<file path="src/rtl/bram_capture_reader_pkg.sv">
// Shared constants and state encoding for the FIR capture/playback path.
package bram_capture_reader_pkg;

  localparam int NB_ADDR_DEF = 11;
  localparam int NB_DATA_DEF = 13;
  // Same sample count the capture writer fills before raising mem_full.
  localparam int MAX_COUNT   = 2047;

  typedef enum logic [1:0] {
    ST_IDLE   = 2'd0,
    ST_STREAM = 2'd1,
    ST_DONE   = 2'd2
  } state_t;

endpackage

</file>
<file path="src/rtl/bram_capture_reader_skid_fifo2.sv">
// Two-entry fall-through FIFO: a write into an empty FIFO is visible on head
// in the same cycle, so BRAM data can be offered the cycle it returns.
module skid_fifo2 #(
  parameter int W = 13
) (
  input  logic         clock,
  input  logic         i_reset,
  input  logic         wr_en,
  input  logic [W-1:0] wr_data,
  input  logic         rd_en,
  output logic [W-1:0] head,
  output logic         valid,
  output logic [1:0]   count
);

  logic [W-1:0] m0, m1;
  logic [1:0]   cnt;
  logic         rd_ok;

  assign count = cnt;
  assign valid = (cnt != 2'd0) || wr_en;
  assign rd_ok = rd_en && valid;

  always_comb begin
    head = '0;
    if (cnt != 2'd0)
      head = m0;
    else if (wr_en)
      head = wr_data;
  end

  always_ff @(posedge clock or posedge i_reset) begin
    if (i_reset) begin
      m0  <= '0;
      m1  <= '0;
      cnt <= 2'd0;
    end else begin
      case (cnt)
        2'd0: if (wr_en && !rd_ok) begin
          m0  <= wr_data;
          cnt <= 2'd1;
        end
        2'd1: begin
          if (wr_en && rd_ok) begin
            m0 <= wr_data;
          end else if (wr_en) begin
            m1  <= wr_data;
            cnt <= 2'd2;
          end else if (rd_ok) begin
            cnt <= 2'd0;
          end
        end
        default: if (rd_ok) begin
          m0 <= m1;
          if (wr_en) m1 <= wr_data;
          else       cnt <= 2'd1;
        end
      endcase
    end
  end

endmodule

</file>
<file path="src/rtl/bram_capture_reader.sv">
// Plays captured FIR samples back from BRAM onto a valid/ready stream,
// absorbing the 1-cycle read latency and sink backpressure.
module bram_capture_reader
  import bram_capture_reader_pkg::*;
#(
  parameter int NB_ADDR = NB_ADDR_DEF,
  parameter int NB_DATA = NB_DATA_DEF,
  parameter int DEPTH   = MAX_COUNT
) (
  input  logic               clock,
  input  logic               i_reset,
  input  logic               i_start,
  input  logic               i_mem_full,
  output logic [NB_ADDR-1:0] o_read_addr,
  output logic               o_read_enable,
  input  logic [NB_DATA-1:0] i_read_data,
  output logic [NB_DATA-1:0] o_data,
  output logic               o_valid,
  input  logic               i_ready,
  output logic               o_busy,
  output logic               o_done
);

  localparam logic [NB_ADDR:0] CNT_END  = (NB_ADDR+1)'(DEPTH);
  localparam logic [NB_ADDR:0] CNT_LAST = (NB_ADDR+1)'(DEPTH - 1);
  localparam logic [NB_ADDR:0] CNT_ONE  = (NB_ADDR+1)'(1);

  state_t           state, state_nxt;
  logic             start_q, start_edge, go;
  logic             in_flight, issue, accept, fifo_valid;
  logic [1:0]       occ;
  logic [NB_ADDR:0] issue_cnt, accept_cnt;

  assign start_edge = i_start & ~start_q;
  assign go         = (state == ST_IDLE) && start_edge && i_mem_full;

  // Occupancy plus the read in flight never exceeds the two FIFO slots.
  assign issue = (state == ST_STREAM) && (issue_cnt < CNT_END) &&
                 (({1'b0, occ} + {2'b00, in_flight}) < 3'd2);

  assign o_read_enable = issue;
  assign o_read_addr   = issue ? issue_cnt[NB_ADDR-1:0] : '0;
  assign o_valid       = fifo_valid;
  assign accept        = fifo_valid && i_ready;

  skid_fifo2 #(.W(NB_DATA)) u_fifo (
    .clock   (clock),
    .i_reset (i_reset),
    .wr_en   (in_flight),
    .wr_data (i_read_data),
    .rd_en   (i_ready),
    .head    (o_data),
    .valid   (fifo_valid),
    .count   (occ)
  );

  always_comb begin
    state_nxt = state;
    o_busy    = 1'b0;
    o_done    = 1'b0;
    case (state)
      ST_IDLE:   if (go) state_nxt = ST_STREAM;
      ST_STREAM: begin
        o_busy = 1'b1;
        if (accept && accept_cnt == CNT_LAST) state_nxt = ST_DONE;
      end
      ST_DONE: begin
        o_busy    = 1'b1;
        o_done    = 1'b1;
        state_nxt = ST_IDLE;
      end
      default: state_nxt = ST_IDLE;
    endcase
  end

  // start_q comes out of reset high so a switch left on through reset
  // does not look like a fresh edge.
  always_ff @(posedge clock or posedge i_reset) begin
    if (i_reset) begin
      state      <= ST_IDLE;
      start_q    <= 1'b1;
      in_flight  <= 1'b0;
      issue_cnt  <= '0;
      accept_cnt <= '0;
    end else begin
      state     <= state_nxt;
      start_q   <= i_start;
      in_flight <= issue;
      if (go) begin
        issue_cnt  <= '0;
        accept_cnt <= '0;
      end else begin
        if (issue)  issue_cnt  <= issue_cnt + CNT_ONE;
        if (accept) accept_cnt <= accept_cnt + CNT_ONE;
      end
    end
  end

endmodule

</file>
<file path="config.mk">
export PLATFORM = sky130hd
export DESIGN_NAME = bram_capture_reader
export DESIGN_NICKNAME = d
export VERILOG_FILES = /design/src/rtl/bram_capture_reader_pkg.sv /design/src/rtl/bram_capture_reader_skid_fifo2.sv /design/src/rtl/bram_capture_reader.sv
export SDC_FILE = /design/constraint.sdc
export NUM_CORES = 1
export LEC_CHECK = 0
export ABC_AREA = 1
export CAP_MARGIN = 30
export CORE_UTILIZATION = 50
export DETAILED_ROUTE_END_ITERATION = 10
export PLACE_DENSITY = 0.74
export SYNTH_ARGS = -nofsm -noshare
export SYNTH_HDL_FRONTEND = slang
export SYNTH_SLANG_ARGS = --single-unit
</file>
<file path="constraint.sdc">
create_clock -name clock -period 2.9 [get_ports clock]
set_clock_uncertainty 0.15 [all_clocks]
set_input_delay 0.725 -clock clock [delete_from_list [all_inputs] [get_ports clock]]
set_output_delay 0.725 -clock clock [all_outputs]
set_load 0.05 [all_outputs]
</file>
==> summary.md <==
| Metric | Value |
|---|---|
| Status | `completed` |
| Synth Area in Simple Gates | `26.2%` |
| Max Cap Viol | `0` |
| Drt initial violations | `169` |
| Die Y | `81.8 um` |
| Sink Count | `56` |
| Row Count | `28` |
| CP Capture Type | `output pin` |
| Die X | `81.8 um` |
| Combinational family with the most area after synthesis | `simple AND/OR/NAND/NOR gates` |
| Clock Path Buffers | `2` |
| Yosys top cell area share | `43.2%` |
| Final setup viols | `0` |
| Final count of hold timing violations | `0` |
| Crit path cell chain | `inv_1 > ha_1 > clkdlybuf4s50_1` |
| Clk_lat worst skew | `0.31 ns` |
| Compound-Gate Fraction of Synth Area | `15.0%` |
| CTS Buf Count | `5` |
| Adder-Cell Fraction of Synth Area | `3.14%` |
| Lkg Pwr | `0.00190 uW` |
| Bufs and invs on worst path | `2` |
| Slew HR | `65.9%` |
| DRC errors left | `0` |
| PwrDens | `1070 mW/mm^2` |
| Placer congestion estimate | `0.838` |
| Final #Nets | `490` |
| Number of flops mapped to enable cells by yosys | `0` |
| Startpoint types | `flop` |
| #FFs+latches synth | `56` |
| Area Growth Syn to Fin | `27.1%` |
| Worst-Margin Slew | `0.510 ns` |
| Crit path from | `state[0]` |
| Detailed Route WL | `6900 um` |
| Drt via density | `5.28` |
| Global-route wire length before repair | `11700 um` |
| Antenna-violating nets left | `0` |
| FFs w/ async S/R, synth | `100%` |
| Peak Freq | `354 MHz` |
| Crit-path leading delay family | `buffers and inverters` |
| Core Area | `0.00603 mm^2` |
| Final Cycle Share | `97.3%` |
| IO buf count | `45` |
| CTS tree | `done` |
| Root Buffer | `clkbuf_8` |
| CP peak stage delay | `0.81 ns` |
| Layout cells sized above 1 | `13.5%` |
| Design area | `0.00405 mm^2` |
| R2R Path Start | `issue_cnt[0]` |
| Sequential element share of the synthesized area | `44.0%` |
| Largest area contributor in the netlist | `dfrtp_1` |
| Grt ovf | `0` |
| Post-CTS Repair Setup Buffers | `0` |
| Drt first pass iters | `5` |
| Syn Nets | `446` |
| Synthesized area | `0.00319 mm^2` |
| Ant diodes | `0` |
| CP required | `2.03 ns` |
| Post-synthesis cell type count | `29` |
| Synth top area cells | `dfrtp_1 43%, nand2_1 12%, inv_1 7.3%, nor2_1 5.7%, o21ai_0 4.2%` |
| Clock transition at the registers of the reported paths | `0.09 ns` |
| Synth Warn # | `0` |
| Placed cell area | `0.00395 mm^2` |
| Primary FF master, synth | `dfrtp_1` |
| Crit Path Class | `flop to output pin` |
| Hold Startpoint | `u_fifo.m1[10]` |
| GR peak layer | `met2` |
| I/O Pins | `46` |
| Max-slew violation count | `0` |
| H-Tree Depth | `2` |
| Worst vdd ir | `0.732 mV` |
| Initial antenna violation count | `0` |
| Min-Delay Path Class | `flop to flop` |
| Tmin final | `2.82 ns` |
| M1 GR Usage | `30.0%` |
| Met3 Use GR | `4.22%` |
| Largest net degree at the start of global routing | `46` |
| Mapped Avg Cell Area | `7.59 um^2` |
| Via total after detailed routing | `2853` |
| Post-synthesis mux area share | `0%` |
| Critical path arrival | `1.95 ns` |
| Die ar. | `0.00670 mm^2` |
| CP Max Fanout | `4` |
| WL/cell | `12.8 um` |
| Slowest cell on the critical path | `clkdlybuf4s50_1` |
| Post-Synth XOR/XNOR Area | `0.824%` |
| Starting density of the core | `52.9%` |
| Vias in the first global route | `2706` |
| TNS Setup | `0 ns` |
| Met2 Track Usage GR | `38.7%` |
| RSZ-0062 raised after global routing | `false` |
| Synthesized instance count | `420` |
| Hpwl dp | `4900 um` |
| GRT Overall Usage | `23.0%` |
[cell usage in the layout, fill, tap and decap left out, drive strengths merged, types with 5 or more instances in the layout]
| cell type | count |
|---|---|
| nand2 | 106 |
| inv | 65 |
| dfrtp | 55 |
| nor2 | 49 |
| o21ai | 47 |
| buf | 32 |
| nand3 | 25 |
| clkdlybuf4s50 | 19 |
| o22ai | 14 |
| a21oi | 11 |
| nand4 | 10 |
| ha | 8 |
| clkbuf | 8 |
| nor3 | 5 |
[per-layer routing]
metal	up-vias	wire length, um
met5	-	0
met4	0	81
met3	8	301
met2	54	3350
met1	1350	3170
li1	1441	-
[worst paths after layout]
| kind | endpoint | slack (ns) | cells after the start |
|---|---|---|---|
| hold / removal | u_fifo.m1[10] | 0.35 | 2 |
| setup / recovery | o_busy | 0.08 | 3 |
| hold reg to reg | u_fifo.m1[10] | 0.35 | 2 |
| min in group asynchronous | u_fifo.m1[2] | 0.52 | 2 |
| max in group asynchronous | issue_cnt[0] | 1.55 | 3 |
| setup reg to reg | issue_cnt[6] | 0.94 | 9 |
[metrics by stage]
| stage | utilization (%) | hold slack [ns] | total power, uW | cells | setup WS, ns |
|---|---|---|---|---|---|
| floorplan | - | 0.305 | 2940 | 420 | 0.268 |
| global placement | 65.6 | 0.314 | 3830 | 532 | 0.299 |
| detailed placement | 65.6 | 0.324 | 3890 | 532 | 0.306 |
| CTS | 67.0 | 0.347 | 4340 | 540 | 0.0109 |
| global route | 67.2 | 0.365 | 4620 | 540 | 0.00439 |
| finish | 67.2 | 0.346 | 4330 | 540 | 0.0772 |
[cell usage after synthesis, types with 3 or more instances]
cell type / count
a21oi_1: 11
buf_2: 4
buf_6: 5
clkbuf_1: 4
dfrtp_1: 55
ha_1: 8
inv_1: 62
nand2_1: 103
nand2_2: 3
nand3_1: 25
nand4_1: 10
nor2_1: 48
nor3_1: 4
o21ai_0: 27
o21ai_1: 9
o21ai_2: 11
o22ai_1: 14
xor2_1: 3
[power by group]
group,leakage [uW],internal (uW),switching [uW]
Sequential,0.000706,1060,189
Combinational,0.00115,1020,1620
Clock,0.0000455,196,252
[registers in the layout, indices dropped and copies added, names as in the netlist]
register and count:
u_fifo.m0 13, u_fifo.m1 13, accept_cnt 12, issue_cnt 12, state 2, u_fifo.count 2
in_flight 1, start_q 1
[worst min-delay path, delay by kind of cell (launching register included)]
kind / cells / cell delay [ns]
AND/OR/NAND/NOR: 1 / 0.06
AO/OA/AOI/OAI: 1 / 0.05
flip-flops: 1 / 0.36
[layout make-up]
class                      count  area (um^2)
tap                           75         93.8
fill                         493         1970
inverter                      65          246
clock buffer                   8         90.1
sequential                    56         1400
multi-input combinational    285         1450
timing repair buffer          51          768
[cells by family (layout without fill, tap and decap cells)]
kind of cell	count (synthesis)	in the layout
flops	56	56
compound gates	78	78
fa+ha+maj	8	8
simple gates	196	196
buf+inv	79	124
xor+xnor	3	3
[what timing repair did]
item | CTS | global route
gates resized for setup | 0 | 4
endpoints found under the setup margin | 0 | 12
hold buffers | 0 | 0
Power figures use the tool's default switching activity.
